**src/rtl/riscv_pkg.sv**
```systemverilog
// Shared CPU definitions: pipeline stage payloads and elastic-stage defaults.
package riscv_pkg;

  localparam int PIPE_STAGE_DEPTH = 2;
  localparam int PIPE_STAT_W      = 16;

  typedef struct packed {
    logic [31:0] pc;
    logic [31:0] instr;
  } if_id_reg_t;

  typedef struct packed {
    logic [31:0] pc;
    logic [31:0] rs1_val;
    logic [31:0] rs2_val;
    logic [31:0] imm;
    logic [4:0]  rd;
  } id_ex_reg_t;

  typedef struct packed {
    logic [31:0] alu_res;
    logic [31:0] store_val;
    logic [4:0]  rd;
  } ex_mem_reg_t;

  typedef struct packed {
    logic [31:0] wb_val;
    logic [4:0]  rd;
  } mem_wb_reg_t;

endpackage

```
**src/rtl/pipe_stage_elastic_sat_counter.sv**
```systemverilog
// Saturating event counter; clr wins over inc, holds at all-ones.
module sat_counter #(
  parameter int W = 16
) (
  input  logic         clk,
  input  logic         rst_n,
  input  logic         inc,
  input  logic         clr,
  output logic [W-1:0] value
);

  always_ff @(posedge clk or negedge rst_n) begin
    if (!rst_n) begin
      value <= '0;
    end else if (clr) begin
      value <= '0;
    end else if (inc && (value != '1)) begin
      value <= value + 1'b1;
    end
  end

endmodule

```
**src/rtl/pipe_stage_elastic.sv**
```systemverilog
// DEPTH-entry in-order elastic stage; 1-cycle latency, in_ready depends only on
// registered occupancy so no combinational path runs from out_ready to in_ready.
module pipe_stage_elastic
  import riscv_pkg::*;
#(
  parameter int WIDTH = 32,
  parameter int DEPTH = PIPE_STAGE_DEPTH,
  parameter int CNT_W = PIPE_STAT_W
) (
  input  logic                       clk,
  input  logic                       rst_n,
  input  logic                       flush,
  input  logic                       in_valid,
  output logic                       in_ready,
  input  logic [WIDTH-1:0]           in_data,
  output logic                       out_valid,
  input  logic                       out_ready,
  output logic [WIDTH-1:0]           out_data,
  output logic [$clog2(DEPTH+1)-1:0] occupancy,
  input  logic                       stat_clr,
  output logic [CNT_W-1:0]           stall_cycles
);

  localparam int PTR_W = (DEPTH > 1) ? $clog2(DEPTH) : 1;
  localparam int OCC_W = $clog2(DEPTH + 1);
  localparam logic [OCC_W-1:0] FULL_CNT = OCC_W'(DEPTH);
  localparam logic [PTR_W-1:0] LAST_PTR = PTR_W'(DEPTH - 1);

  logic [WIDTH-1:0] mem [DEPTH];
  logic [PTR_W-1:0] rd_ptr;
  logic [PTR_W-1:0] wr_ptr;
  logic [OCC_W-1:0] count;
  logic             push;
  logic             pop;

  // Explicit wrap so non-power-of-two depths never index past the array.
  function automatic logic [PTR_W-1:0] ptr_inc(input logic [PTR_W-1:0] p);
    return (p == LAST_PTR) ? '0 : p + 1'b1;
  endfunction

  assign in_ready  = (count != FULL_CNT);
  assign out_valid = (count != '0);
  assign push      = in_valid && in_ready && !flush;
  assign pop       = out_valid && out_ready && !flush;

  always_ff @(posedge clk or negedge rst_n) begin
    if (!rst_n) begin
      rd_ptr <= '0;
      wr_ptr <= '0;
      count  <= '0;
    end else if (flush) begin
      rd_ptr <= '0;
      wr_ptr <= '0;
      count  <= '0;
    end else begin
      if (push) wr_ptr <= ptr_inc(wr_ptr);
      if (pop)  rd_ptr <= ptr_inc(rd_ptr);
      case ({push, pop})
        2'b10:   count <= count + 1'b1;
        2'b01:   count <= count - 1'b1;
        default: count <= count;
      endcase
    end
  end

  always_ff @(posedge clk) begin
    if (push) mem[wr_ptr] <= in_data;
  end

  assign out_data  = out_valid ? mem[rd_ptr] : '0;
  assign occupancy = count;

  sat_counter #(
    .W(CNT_W)
  ) u_stall_cnt (
    .clk   (clk),
    .rst_n (rst_n),
    .inc   (out_valid && !out_ready),
    .clr   (stat_clr),
    .value (stall_cycles)
  );

endmodule

```
**config.mk**
```make
export PLATFORM = sky130hd
export DESIGN_NAME = pipe_stage_elastic
export DESIGN_NICKNAME = d
export VERILOG_FILES = /design/src/rtl/riscv_pkg.sv /design/src/rtl/pipe_stage_elastic_sat_counter.sv /design/src/rtl/pipe_stage_elastic.sv
export SDC_FILE = /design/constraint.sdc
export NUM_CORES = 1
export LEC_CHECK = 0
export ABC_AREA = 1
export ABC_CLOCK_PERIOD_IN_PS = 7200
export BUFFER_PORTS_ARGS = -buffer_cell sky130_fd_sc_hd__buf_2
export CORE_MARGIN = 2
export CORE_UTILIZATION = 56
export DETAILED_ROUTE_END_ITERATION = 16
export PLACE_DENSITY = 0.83
export SETUP_SLACK_MARGIN = 0.4
export SYNTH_ARGS = -nofsm -noshare
export SYNTH_HDL_FRONTEND = slang
export SYNTH_SLANG_ARGS = --single-unit
export TNS_END_PERCENT = 30
```
**constraint.sdc**
```tcl
create_clock -name clk -period 7.2 [get_ports clk]
set_input_delay 1.08 -clock clk [delete_from_list [all_inputs] [get_ports clk]]
set_output_delay 1.08 -clock clk [all_outputs]
set_load 0.1 [all_outputs]
```
# == After elaboration in Yosys (flattened, before gate mapping) ==
# Memory sizes are Yosys's and may differ from the RTL's.
# Index checks and enable logic that the tools add are counted.
# W data, S select, Z words.
# totals
reg_bits,20
word_cells,40
memories,1
out_inout_bits,52
mem_bits_rw,64
# memory_table
memory,depth,word_bits,rd,rd_clocked_by_memory_dff,wr,line,source
mem,2,32,1,0,1,pipe_stage_elastic.sv:29,logic [WIDTH-1:0] mem [DEPTH];
# classes
eq_ne,4
add_sub_neg,5
n_reduce_logical,13
n_mux,13
# op_table
operator,count
$mux W16,2
$mux W32,1
$add A16 B1 Y16 const B,1
$ne A16 B16 Y1 const B,1
$mux W1,8
$reduce_bool A2 Y1,4
$logic_and A1 B1 Y1,6
$pmux W2 S2,1
$reduce_bool A3 Y1,1
$add A1 B1 Y1 const B,2
$add A2 B1 Y2 const B,1
$eq A2 B1 Y1 const B,1
$eq A2 B2 Y1 const B,1
$logic_not A1 Y1,2
$mux W2,1
$ne A2 B2 Y1 const B,1
$sub A2 B1 Y2 const B,1

# == Depth between registers and ports, before layout ==
# logic_depth
word_depth,6
depth_mapped,10
ltp_nobuf,9

# == Modules after synthesis ==
# Synthesis repeated with hierarchy kept, for this count alone.
# unflattened
cells_unflattened,356
hier_area_um2,3706.1
# modules_own_cells
module,cells_per_inst,area_per_inst_um2,n_inst
pipe_stage_elastic,212,2668.8,1
sat_counter,144,1037.2,1

# == Worst setup path after synthesis ==
# Ideal clock, no wire load.
# synth_timing
path_type,register to output
from,"reg count[0], in the netlist occupancy[0]"
to,out out_data[10]
n_path_buf,1
required_time_ns,6.120
setup_slack_ns,2.481
path_stages_with_launch,6
arrival_ns,3.639
cell_sequence,dfrtp_1 inv_2 nand2_1 inv_2 clkbuf_1 a21oi_1
# synth_via
elab_chain_len,2
# synth_lines
item,line,source
"start, declared",pipe_stage_elastic.sv:32,logic [OCC_W-1:0] count;
"start signal, assigned",pipe_stage_elastic.sv:59,2'b10: count <= count + 1'b1;
"start signal, assigned",pipe_stage_elastic.sv:60,2'b01: count <= count - 1'b1;
"start signal, assigned",pipe_stage_elastic.sv:61,default: count <= count;
$reduce_bool A2 Y1,pipe_stage_elastic.sv:42,assign out_valid = (count != '0);
named net out_valid,pipe_stage_elastic.sv:16,"output logic out_valid,"
$mux W32,pipe_stage_elastic.sv:70,assign out_data = out_valid ? mem[rd_ptr] : '0;
"end, declared",pipe_stage_elastic.sv:18,"output logic [WIDTH-1:0] out_data,"
# The timed path passes the listed nets, and every way through them passes these cells.

# == Final worst setup path ==
# layout_timing
from,reg rd_ptr
to,out out_data[14]
# layout_via
elab_chain_len,2
# layout_lines
item,line,source
"start, declared",pipe_stage_elastic.sv:30,logic [PTR_W-1:0] rd_ptr;
"start signal, assigned",pipe_stage_elastic.sv:57,if (pop) rd_ptr <= ptr_inc(rd_ptr);
$mem_v2 Z2 W32,-,
$mux W32,pipe_stage_elastic.sv:70,
# Every way passes these cells.

==> metrics.md <==
| Metric | Value |
|---|---|
| Status | `complete, no violations` |
| Seq/Total Area, Yosys | `66.8%` |
| Inst Count DP | `505` |
| Largest family of logic cells by synthesized area | `simple AND/OR/NAND/NOR gates` |
| Number of global-route vias before repair | `2579` |
| Std cell rows | `29` |
| Fmax | `230 MHz` |
| Filler Cells Inserted | `487` |
| CTS max path bufs | `2` |
| Post-synthesis cell area | `3620 um^2` |
| Syn_area_per_cell | `10.3 um^2` |
| Chip width | `84.5 um` |
| DR vias | `2739` |
| Worst-path fanout max | `34` |
| Worst-Skew Late Latency | `0.35 ns` |
| Peak per-stage delay on the critical path | `1.13 ns` |
| Routing usage on met1 | `26.7%` |
| Critical Path AT | `3.28 ns` |
| Min-Delay Path Class | `flip-flop to flip-flop` |
| IO Count | `90` |
| Fin Hold WS | `0.536 ns` |
| VDD IR max | `0.000335 V` |
| Post-cts sizing count | `0` |
| Final Slew Violations | `0` |
| Clk slew on worst S/H paths | `0.09 ns` |
| 1st-pass router iterations | `5` |
| Busiest grt layer | `met2` |
| Period utilisation layout | `60.5%` |
| TritonCTS buffer count | `9` |
| DP Wirelength | `4790 um` |
| Post-Synth Adder-Cell Area | `0.345%` |
| First-pass GRT wire length | `11800 um` |
| Crit-path cells | `clkinv_1 -> nand2_1 -> a21oi_1 -> buf_2` |
| Unique masters post-synth | `26` |
| Die ar. | `7130 um^2` |
| Crit path time final | `4.36 ns` |
| CTS Root Cell | `clkbuf_8` |
| Compound-Gate Fraction of Synth Area | `6.87%` |
| Final setup TNS | `0 ns` |
| Slew at the pin closest to its max-slew limit | `1.08 ns` |
| Post-CTS setup buffers | `0` |
| Core Util, Final | `68.4%` |
| Synth warn | `0` |
| Max-Cap Viols | `0` |
| GRT met2 Usage | `34.8%` |
| Final setup violation count | `0` |
| Initial Utilization | `57.4%` |
| Clk sinks | `84` |
| Crit Path Class | `flip-flop to primary output` |
| Finished Cell Area | `4320 um^2` |
| Synthesis-stage register bit count | `84` |
| Remaining antenna violation count | `0` |
| N_diodes | `0` |
| CTS Hold Buffers Added | `0` |
| CP startpoint kind | `flip-flop` |
| CP delay by family, top | `buffers and inverters` |
| Die height | `84.5 um` |
| Final Hold Violating Endpoints | `0` |
| Vias per cell | `5.26` |
| Fraction of layout cells with a size suffix above 1 | `27.7%` |
| Drt drc | `0` |
| Syn nets | `391` |
| RSZ-0062 raised after global routing | `false` |
| Slew Limit Headroom | `28.0%` |
| CP Capture Type | `primary output` |
| Simple-gate share of the synthesized area | `21.6%` |
| Commonest non-fill, non-tap cell in the layout | `nand2_1` |
| Mean routed wirelength per cell | `14.0 um` |
| Most frequent cells in the layout | `132 x nand2_1, 89 x buf_2, 64 x edfxtp_1, 33 x a21oi_1, 20 x dfrtp_1` |
| Core box area | `6310 um^2` |
| GR Util met3 | `7.18%` |
| Grt ovf | `0` |
| Critical Path RT | `6.12 ns` |
| Placed inst area | `4120 um^2` |
| Clk_skew | `0.00894 ns` |
| Non-filler cells in the finished layout | `521` |
| Largest net degree at the start of global routing | `35` |
| Post-synthesis mux area share | `0%` |
| Fin nets | `478` |
| Layout area overhead | `19.1%` |
| Routed WL | `7280 um` |
| H-tree depth | `3` |
| PD cells | `423 nW/um^2` |
| GPL Wtd Cong | `0.843` |
| Number of port buffers | `89` |
| DRT iter0 DRCs | `152` |
| Lkg Pwr | `1.87 nW` |
| CP max-delay cell | `clkinv_1` |
| Post-Synth XOR/XNOR Area | `0.967%` |
| CP bufs+invs | `2` |
| Mapped Cells | `352` |
| Initial antenna violation count | `0` |
| TritonCTS clock tree | `done` |
| Gr usage total | `21.2%` |
==> through the flow <==
stage,worst slack (ns),power [mW]
after global routing,2.57,1.89
after detailed placement,3.20,1.52
final,2.84,1.82
after CTS,2.83,1.84
after global placement,3.20,1.51
after floorplan,2.48,1.38
==> cell usage after synthesis, drive strengths merged <==
cell	count	area (um^2)
nand2	135	514
edfxtp	64	1920
a21oi	33	165
nor2	26	128
dfrtp	20	500
inv	16	60.1
nand4	12	75.1
nand3	11	55.1
clkbuf	10	37.5
o21ai	7	35.0
xor2	4	35.0
buf	3	20.0
o21bai	3	22.5
o22ai	2	12.5
or2	2	12.5
a21boi	1	7.51
a31oi	1	6.26
clkinv	1	3.75
ha	1	12.5
==> tightest hold or removal path, delay by kind of cell (launching register included) <==
family	cells	cell delay (ns)
and+or+nand+nor	2	0.12
DFF	1	0.40
==> metal layers <==
| metal | vias up | routed length [um] |
|---|---|---|
| met5 | - | 0 |
| li1 | 1365 | - |
| met4 | 0 | 89 |
| met1 | 1272 | 3020 |
| met3 | 10 | 533 |
| met2 | 92 | 3640 |
==> state kept, by name, indices dropped and copies added (netlist names) <==
register           flops
rd_ptr                 1
occupancy              2
wr_ptr                 1
u_stall_cnt.value     16
mem                   64
==> final cells by class <==
type | count | area [um^2] | area share, %
Sequential cell | 84 | 2420 | 56.1
Clock buffer | 9 | 124 | 2.87
Tap cell | 77 | 96.3 | 2.23
Multi-Input combinational cell | 238 | 1100 | 25.4
Inverter | 17 | 63.8 | 1.48
Clock inverter | 7 | 67.6 | 1.57
Timing Repair Buffer | 89 | 445 | 10.3
==> cell families after synthesis <==
group	after synthesis
adder cells (fa/ha/maj)	1
AND/OR/NAND/NOR	186
buffers and inverters	30
AO/OA/AOI/OAI	47
XOR/XNOR	4
flip-flops	84
==> where the power goes <==
| group | switching, mW | leakage (nW) | total, mW | internal, mW |
|---|---|---|---|---|
| Sequential | 0.0288 | 0.861 | 0.594 | 0.565 |
| Combinational | 0.800 | 0.917 | 0.912 | 0.112 |
| Clock | 0.185 | 0.0940 | 0.318 | 0.134 |
==> final timing paths <==
kind | from | to | slack, ns | cells past startpoint
worst min register to register | u_stall_cnt.value[1] | u_stall_cnt.value[1] | 0.54 | 2
max in group asynchronous | rst_n | u_stall_cnt.value[7] | 6.23 | 1
min in group asynchronous | rst_n | u_stall_cnt.value[6] | 0.66 | 1
worst max-delay path | rd_ptr | out_data[14] | 2.84 | 4
worst min-delay path | u_stall_cnt.value[1] | u_stall_cnt.value[1] | 0.54 | 2
worst max register to register | rd_ptr | rd_ptr | 4.36 | 3
Power figures use the tool's default switching activity.
